### config.mk
export PLATFORM = sky130hd
export DESIGN_NAME = sha3_squeeze_ctrl
export DESIGN_NICKNAME = d
export VERILOG_FILES = /design/src/rtl/sha3_squeeze_ctrl_pkg.sv /design/src/rtl/sha3_squeeze_ctrl_word_sel.sv /design/src/rtl/sha3_squeeze_ctrl.sv
export SDC_FILE = /design/constraint.sdc
export NUM_CORES = 1
export LEC_CHECK = 0
export ABC_CLOCK_PERIOD_IN_PS = 3900
export BUFFER_PORTS_ARGS = -buffer_cell sky130_fd_sc_hd__buf_2
export CORE_AREA = 10 10 650 652
export DETAILED_ROUTE_END_ITERATION = 8
export DIE_AREA = 0 0 660 662
export PLACE_DENSITY = 0.3
export SYNTH_ARGS = -nofsm -noshare
export SYNTH_HDL_FRONTEND = slang
export SYNTH_SLANG_ARGS = --single-unit
### constraint.sdc
create_clock -name clk_i -period 3.9 [get_ports clk_i]
set_clock_uncertainty 0.05 [all_clocks]
set_input_delay 0.78 -clock clk_i [delete_from_list [all_inputs] [get_ports clk_i]]
set_output_delay 0.78 -clock clk_i [all_outputs]
set_load 0.005 [all_outputs]
### src/rtl/sha3_squeeze_ctrl_pkg.sv
// Shared types for the SHA3 squeeze controller: strength/rate mapping, sparse FSM
// encoding, mubi4 / lc_tx encodings and the error record.
package sha3_squeeze_ctrl_pkg;

    localparam int StateW        = 1600;
    localparam int WordsPerState = StateW / 32;

    typedef enum logic [2:0] {
        L128 = 3'h0,
        L224 = 3'h1,
        L256 = 3'h2,
        L384 = 3'h3,
        L512 = 3'h4
    } keccak_strength_e;

    typedef logic [3:0] mubi4_t;
    localparam mubi4_t MuBi4True  = 4'h6;
    localparam mubi4_t MuBi4False = 4'h9;

    typedef logic [3:0] lc_tx_t;
    localparam lc_tx_t LcTxOn  = 4'b0101;
    localparam lc_tx_t LcTxOff = 4'b1010;

    // Anything other than a clean Off counts as escalation.
    function automatic logic lc_tx_test_true_loose(lc_tx_t v);
        return v != LcTxOff;
    endfunction

    typedef enum logic [7:0] {
        ErrNone          = 8'h00,
        ErrSha3SwControl = 8'h80
    } err_code_e;

    typedef struct packed {
        logic      valid;
        err_code_e code;
        logic [23:0] info;
    } err_t;

    typedef enum logic [5:0] {
        SqIdle          = 6'b001011,
        SqWaitState     = 6'b110001,
        SqEmit          = 6'b010110,
        SqWaitRun       = 6'b101100,
        SqDone          = 6'b100111,
        SqTerminalError = 6'b011000
    } sha3_sq_st_sparse_e;

    // Number of 32-bit words in the rate block; 0 marks an unsupported strength.
    function automatic logic [5:0] rate_words32(keccak_strength_e s);
        case (s)
            L128:    return 6'd42;
            L224:    return 6'd36;
            L256:    return 6'd34;
            L384:    return 6'd26;
            L512:    return 6'd18;
            default: return 6'd0;
        endcase
    endfunction

endpackage

### src/rtl/sha3_squeeze_ctrl_word_sel.sv
// Per-share 32-bit word selector over the exposed Keccak state; output is zero
// unless enabled so no state bits leak onto the digest bus.
module sha3_squeeze_ctrl_word_sel
    import sha3_squeeze_ctrl_pkg::*;
#(
    parameter int Share = 1
) (
    input  logic [StateW-1:0] state_i [Share],
    input  logic [5:0]        idx_i,
    input  logic              en_i,
    output logic [31:0]       word_o  [Share]
);

    always_comb begin
        for (int s = 0; s < Share; s++) begin
            word_o[s] = '0;
            if (en_i && (idx_i < 6'(WordsPerState))) begin
                word_o[s] = state_i[s][32*idx_i +: 32];
            end
        end
    end

endmodule

### src/rtl/sha3_squeeze_ctrl.sv
// Streams the first N rate words of the squeezing Keccak state as 32-bit digest
// words, requesting extra permutations when a rate block runs out.
module sha3_squeeze_ctrl
    import sha3_squeeze_ctrl_pkg::*;
#(
    parameter bit  EnMasking = 1'b0,
    parameter int  OutLenW   = 16,
    localparam int Share     = EnMasking ? 2 : 1
) (
    input  logic              clk_i,
    input  logic              rst_ni,
    input  logic              start_i,
    input  keccak_strength_e  strength_i,
    input  logic [OutLenW-1:0] out_words_i,
    input  logic              state_valid_i,
    input  logic [StateW-1:0] state_i [Share],
    input  logic              block_processed_i,
    output logic              run_o,
    output mubi4_t            done_o,
    output logic              digest_valid_o,
    output logic [31:0]       digest_data_o [Share],
    output logic              digest_last_o,
    input  logic              digest_ready_i,
    output logic              busy_o,
    input  lc_tx_t            lc_escalate_en_i,
    output err_t              error_o,
    output logic              sparse_fsm_error_o
);

    sha3_sq_st_sparse_e st_q;
    keccak_strength_e   strength_q;
    logic [OutLenW-1:0] rem_q;
    logic [5:0]         idx_q;
    err_t               err_q;

    logic       escalate, idx_ok, hs, last_hs, start_ok, start_err, drop_err;
    logic [5:0] rw;

    assign escalate = lc_tx_test_true_loose(lc_escalate_en_i);
    assign rw       = rate_words32(strength_q);
    assign idx_ok   = idx_q < rw;
    assign start_ok = (out_words_i != '0) && (rate_words32(strength_i) != 6'd0);

    // Valid is gated by the live state and escalation so a handshake can never
    // complete on a word the FSM is about to abandon.
    assign digest_valid_o = (st_q == SqEmit) && idx_ok && state_valid_i && !escalate;
    assign digest_last_o  = digest_valid_o && (rem_q == OutLenW'(1));
    assign hs             = digest_valid_o && digest_ready_i;
    assign last_hs        = hs && (rem_q == OutLenW'(1));
    assign run_o          = hs && !last_hs && (idx_q == rw - 6'd1);

    assign start_err = start_i && !escalate &&
                       ((st_q == SqIdle) ? !start_ok : (st_q != SqTerminalError));
    assign drop_err  = (st_q == SqEmit) && idx_ok && !state_valid_i && !escalate;

    assign done_o             = (st_q == SqDone) ? MuBi4True : MuBi4False;
    assign busy_o             = (st_q != SqIdle) && (st_q != SqTerminalError);
    assign sparse_fsm_error_o = (st_q == SqTerminalError);
    assign error_o            = err_q;

    always_ff @(posedge clk_i or negedge rst_ni) begin
        if (!rst_ni) begin
            st_q       <= SqIdle;
            strength_q <= L128;
            rem_q      <= '0;
            idx_q      <= '0;
            err_q      <= '0;
        end else begin
            err_q.valid <= start_err || drop_err;
            err_q.code  <= (start_err || drop_err) ? ErrSha3SwControl : ErrNone;
            err_q.info  <= {22'd0, drop_err, start_err};
            if (escalate) begin
                st_q  <= SqTerminalError;
                rem_q <= '0;
                idx_q <= '0;
            end else begin
                case (st_q)
                    SqIdle: begin
                        if (start_i && start_ok) begin
                            strength_q <= strength_i;
                            rem_q      <= out_words_i;
                            idx_q      <= '0;
                            st_q       <= SqWaitState;
                        end
                    end
                    SqWaitState: if (state_valid_i) st_q <= SqEmit;
                    SqEmit: begin
                        if (!idx_ok) begin
                            st_q <= SqTerminalError;
                        end else if (!state_valid_i) begin
                            st_q <= SqWaitState;
                        end else if (hs) begin
                            rem_q <= rem_q - OutLenW'(1);
                            idx_q <= run_o ? 6'd0 : idx_q + 6'd1;
                            if (last_hs)    st_q <= SqDone;
                            else if (run_o) st_q <= SqWaitRun;
                        end
                    end
                    SqWaitRun:       if (block_processed_i) st_q <= SqWaitState;
                    SqDone:          st_q <= SqIdle;
                    SqTerminalError: st_q <= SqTerminalError;
                    default:         st_q <= SqTerminalError;
                endcase
            end
        end
    end

    sha3_squeeze_ctrl_word_sel #(
        .Share (Share)
    ) u_word_sel (
        .state_i (state_i),
        .idx_i   (idx_q),
        .en_i    (digest_valid_o),
        .word_o  (digest_data_o)
    );

endmodule
* After elaboration in Yosys (flattened, before gate mapping)
Cells that the tools add are included.
** Storage, ports and cells
- Word-level logic and storage cells :: 99
- Flip-flop bits (word level) :: 42
** Operators by class
- Equal/unequal tests :: 27
- Reduce and logical (&&, ||, !) cells :: 29
- Shift operators :: 1
- Add/sub/neg operators :: 3
- Magnitude comparators :: 2
- Bitwise logic cells :: 1
- Muxes and demuxes :: 29
** Operators with widths (count)
- $shiftx 1600x12->32 :: 1
- $mux 6 :: 15
- $pmux 6 s5 :: 3
- $mux 16 :: 5
- $mux 32 :: 1
- $pmux 16 s2 :: 1
- $eq 6x6->1 const B :: 3
- $eq 16x1->1 const B :: 1
- $logic_and 1x1->1 :: 16
- $reduce_bool 16->1 :: 1
- $sub 16x1->16 const B :: 1
- $ne 3x3->1 const B :: 5
- $eq 3x2->1 const B :: 4
- $eq 6x5->1 const B :: 2
- $pmux 6 s2 :: 1
- $reduce_and 5->1 :: 2
- $mux 8 :: 1
- $add 6x1->6 const B :: 1
- $eq 3x1->1 const B :: 2
- $eq 3x3->1 const B :: 2
- $eq 6x4->1 const B :: 1
- $eq 6x6->1 :: 1
- $logic_not 3->1 :: 2
- $lt 6x6->1 :: 1
- 16 further kinds :: 19

* Longest topological paths before layout
- Word-level depth :: 18
- Depth in mapped cells :: 13
- Gate-level depth less buffers :: 11

* Modules after synthesis
From an unflattened synthesis, not the netlist that was laid out.
** Second synthesis, totals
- Cells, all modules :: 1343
- Area, all modules :: 15752.6 um^2
** Modules (own cells, without submodules)
- sha3_squeeze_ctrl_word_sel :: cells an instance 999, times used 1, seq. area each 0.0 um^2, area each 12990.0 um^2
- sha3_squeeze_ctrl :: cells an instance 344, times used 1, seq. area each 854.6 um^2, area each 2762.6 um^2

* Worst setup path after synthesis
OpenSTA, ideal clock, no wires.
- Path kind :: reg2out
- Start point :: register strength_q[1]
- End point :: output port digest_data_o[26] (netlist bit)
- Path slack :: 0.329 ns
- Arrival time :: 2.741 ns
- Stages on the path, launching flop included :: 12
- Data required time :: 3.070 ns
- Path buffers :: 2
- Cells stage by stage :: dfrtp_1 -> clkbuf_1 -> or3b_1 -> a21boi_0 -> ha_1 -> a21oi_1 -> nor2b_1 -> or4_4 -> nor2_1 -> clkbuf_1 -> o21ai_0 -> nor2_1
** RTL lines
- start: declaration :: line sha3_squeeze_ctrl.sv:31 : keccak_strength_e strength_q;
- start signal: assignment :: line sha3_squeeze_ctrl.sv:80 : strength_q <= strength_i;
- end: declaration :: line sha3_squeeze_ctrl.sv:21 : output logic [31:0] digest_data_o [Share],

==> load_flow_metrics.sql <==
INSERT INTO impl_metrics (metric_group, metric, value, unit) VALUES
('status', 'status', 'complete, but fails checks', ''),
('status', 'failed_checks', 'negative setup slack', ''),
('power_and_ir_drop', 'switchingPower', '0.00132', 'W'),
('logic_synthesis', 'seq_area_frac_synth', '5.35', '%'),
('final_layout', 'final_core_util', '9.09', '%'),
('final_layout', 'n_fill_cell', '47700', ''),
('die', 'floorplan.rows', '235', ''),
('hold_path', 'worstHoldPathType', 'reg2reg', ''),
('worst_setup_path', 'timing.critical_path.cells', 'buf_12 -> buf_16 -> buf_16 -> buf_12 -> mux4_2 -> a22oi_2 -> o21ai_4 -> o22ai_4 -> buf_6 -> nor2_4 -> buf_6', ''),
('detailed_routing', 'remaining_drc_errors', '0', ''),
('sta', 'timing.slew.headroom', '31.2', '%'),
('worst_setup_path', 'timing.rr.end', 'idx_q[1]', ''),
('die', 'chipWidth', '660', 'um'),
('global_routing', 'grt_pass1_wl', '372000', 'um'),
('sta', 'layout_setup_ws', '-0.143', 'ns'),
('worst_setup_path', 'critPathBufInv', '6', ''),
('die', 'floorplan.initialDensity', '3.90', '%'),
('logic_synthesis', 'synth-main-ff-cell', 'sky130_fd_sc_hd__dfrtp_1', ''),
('worst_setup_path', 'arrival', '3.21', 'ns'),
('clock_network', 'htreeDepth', '2', ''),
('clock_network', 'number_of_hold_buffers_added_after_cts', '0', ''),
('clock_network', 'clock-root-buffer', 'sky130_fd_sc_hd__clkbuf_16', ''),
('power_and_ir_drop', 'vdd_drop_max', '0.000118', 'V'),
('detailed_routing', 'ant_nets', '0', ''),
('final_layout', 'syn_to_final_growth', '133', '%'),
('worst_setup_path', 'end_kind', 'output pin', ''),
('logic_synthesis', 'post-synth-top-area-cell', 'sky130_fd_sc_hd__mux4_2', ''),
('worst_setup_path', 'regToRegStartpoint', 'strength_q[0]', ''),
('worst_setup_path', 'ff2ff_path_depth', '12', ''),
('global_routing', 'global_route.usage.total', '13.5', '%'),
('clock_network', 'clk_pin_slew_worst_paths', '0.07', 'ns'),
('final_layout', 'share_of_cells_above_drive_strength_1', '75.9', '%'),
('sta', 'hold_ws', '0.475', 'ns'),
('hold_path', 'hold-path-cell-count', '2', ''),
('hold_path', 'worst_hold_startpoint', 'rem_q[8]', ''),
('placement', 'io_buffer_count', '1673', ''),
('die', 'placeableCoreArea', '0.409', 'sq mm'),
('global_routing', 'initial_antenna_violation_count', '319', ''),
('final_layout', 'fin_nets', '5137', ''),
('logic_synthesis', 'area_of_the_mapped_netlist', '0.0160', 'sq mm'),
('global_routing', 'grt_max_degree', '62', ''),
('worst_setup_path', 'path_delay_family', 'buffers and inverters', ''),
('sta', 'timing.final.setup_violations', '29', ''),
('placement', 'gp_congestion', '0.889', ''),
('clock_network', 'clock_buffer_count_from_cts', '5', ''),
('logic_synthesis', 'post_synth.cell_area_avg', '9.84', 'sq um'),
('placement', 'hpwlAfterDp', '288000', 'um'),
('clock_network', 'clkSinkCount', '34', ''),
('detailed_routing', 'dr.first_iter.drc_count', '1996', ''),
('sta', 'rsz0062_at_grt', 'true', ''),
('final_layout', 'mostFrequentLayoutCell', 'sky130_fd_sc_hd__buf_2', ''),
('logic_synthesis', 'synth.ff_latch_count', '34', ''),
('logic_synthesis', 'ys.warnings.count', '0', ''),
('sta', 'finalCritPeriodShare', '104', '%'),
('worst_setup_path', 'cpMaxStageDelayCell', 'sky130_fd_sc_hd__mux4_2', ''),
('sta', 'hold_viol_final', '0', ''),
('worst_setup_path', 'timing_worst_setup_path_type', 'reg2out', ''),
('power_and_ir_drop', 'internal_power', '0.00182', 'W'),
('final_layout', 'final_cell_mix', '1659 x sky130_fd_sc_hd__buf_2, 280 x sky130_fd_sc_hd__mux4_2, 224 x sky130_fd_sc_hd__mux2i_1', ''),
('worst_setup_path', 'r2r_setup_slack', '0.40', 'ns'),
('clock_network', 'clock_tree_from_tritoncts', 'built', ''),
('die', 'dieArea', '0.437', 'sq mm'),
('global_routing', 'grt_remaining_overflow', '0', ''),
('power_and_ir_drop', 'power.share.switching', '42.0', '%'),
('power_and_ir_drop', 'post-layout-total-power', '0.00314', 'W'),
('sta', 'worst_pin_slew', '1.03', 'ns'),
('detailed_routing', 'drt_pre_antenna_iters', '7', ''),
('sta', 'maxClockFrequency', '247', 'MHz'),
('worst_setup_path', 'crit_path_start_kind', 'flop', ''),
('sta', 'timing.final.max_slew_violations', '0', ''),
('sta', 'finalSetupTns', '-1.94', 'ns');
-- worst max path at each step --
stage | startpoint | to | slack [ns] | depth (start not counted)
global placement | idx_q[0] | digest_data_o[24] | -1.61 | 11
floorplan | strength_q[1] | digest_data_o[26] | 0.33 | 11
detailed placement | idx_q[0] | digest_data_o[24] | -1.55 | 11
finish | idx_q[0] | digest_data_o[6] | -0.14 | 11
CTS | idx_q[0] | digest_data_o[0] | -0.26 | 13
global route | idx_q[0] | digest_data_o[20] | -0.24 | 12
-- cell usage after synthesis (7+ instances only) --
| cell type | number |
|---|---|
| sky130_fd_sc_hd__mux2i_1 | 260 |
| sky130_fd_sc_hd__nor2b_1 | 7 |
| sky130_fd_sc_hd__buf_1 | 17 |
| sky130_fd_sc_hd__nand2b_1 | 8 |
| sky130_fd_sc_hd__clkbuf_1 | 105 |
| sky130_fd_sc_hd__dfrtp_1 | 31 |
| sky130_fd_sc_hd__nand2_1 | 39 |
| sky130_fd_sc_hd__mux4_2 | 280 |
| sky130_fd_sc_hd__ha_1 | 9 |
| sky130_fd_sc_hd__buf_2 | 52 |
| sky130_fd_sc_hd__nor2_1 | 151 |
| sky130_fd_sc_hd__a22oi_1 | 62 |
| sky130_fd_sc_hd__o22ai_1 | 31 |
| sky130_fd_sc_hd__buf_4 | 39 |
| sky130_fd_sc_hd__o21ai_0 | 165 |
| sky130_fd_sc_hd__inv_1 | 13 |
| sky130_fd_sc_hd__a21oi_1 | 85 |
| sky130_fd_sc_hd__o221ai_1 | 33 |
| sky130_fd_sc_hd__nor3_1 | 17 |
| sky130_fd_sc_hd__mux2_2 | 62 |
| sky130_fd_sc_hd__nand3_1 | 8 |
| sky130_fd_sc_hd__a221oi_1 | 56 |
| sky130_fd_sc_hd__nor4_1 | 12 |
-- metal layers --
metal	wire length [um]	track usage, %	up-vias	part of all wire [%]
met1	116000	15.1	12900	37
li1	-	-	10600	-
met2	161000	25.0	1718	51
met3	29400	5.07	524	9.4
met5	1060	0	-	0.34
met4	6110	1.72	156	1.9
-- state kept, by name, indices dropped and copies added (netlist names) --
signal      cells
st_q            6
rem_q          16
error_o         3
strength_q      3
idx_q           6
-- layout make-up --
class	count	share of cell area [%]
Clock inverter	3	0.185
Sequential cell	34	2.35
Multi-Input combinational cell	1389	42.3
Tap cell	5451	18.3
Inverter	14	0.145
Antenna cell	137	0.922
Clock buffer	5	0.337
Timing Repair Buffer	2055	35.4
-- power by group through the flow --
stage                     clock network (W)  logic (W)  registers (W)
after floorplan                           0   0.000445       0.000359
after detailed placement                  0    0.00219       0.000359
after global placement                    0    0.00218       0.000359
after CTS                          0.000605    0.00230       0.000352
final                              0.000577    0.00221       0.000352
after global routing               0.000606    0.00236       0.000352
-- worst reg2reg max path: stages (launching register included) --
cell and delay [ns]:
sky130_fd_sc_hd__dfrtp_1 0.39, sky130_fd_sc_hd__or3b_4 0.40, sky130_fd_sc_hd__a21boi_1 0.14, sky130_fd_sc_hd__ha_1 0.30, sky130_fd_sc_hd__a21oi_2 0.05, sky130_fd_sc_hd__nor2b_1 0.21
sky130_fd_sc_hd__or4_4 0.19, sky130_fd_sc_hd__buf_4 0.14, sky130_fd_sc_hd__clkinv_2 0.06, sky130_fd_sc_hd__buf_4 0.15, sky130_fd_sc_hd__a21oi_1 0.59, sky130_fd_sc_hd__nand2_1 0.29
sky130_fd_sc_hd__o22ai_1 0.39
-- metrics by stage --
stage               cell area, sq um  std cells  setup slack [ns]
finish                         37200       9088            -0.143
global placement               33400       8840             -1.61
floorplan                      16100       1650             0.329
CTS                            36300       8936            -0.258
global route                   36900       8990            -0.238
detailed placement             33400       8842             -1.55
-- cell families (layout without fill, tap and decap cells) --
kind of cell,after synthesis,in the layout,share of synthesized area [%]
AOI/OAI and AO/OA,468,468,18.9
xor gates and xnor gates,5,5,0.274
adders and majority gates,9,9,0.706
buffers and inverters,227,2077,6.67
DFF,34,34,5.35
muxes,602,602,60.2
other,1,166,0.0235
and+or+nand+nor,276,276,7.91
-- what timing repair did --
action,4_1_cts,5_1_grt
resized for setup,388,116
gates cloned,16,0
pin swaps,72,54
buffers inserted,71,27
endpoints found under the setup margin,32,36
Power figures use the tool's default switching activity.
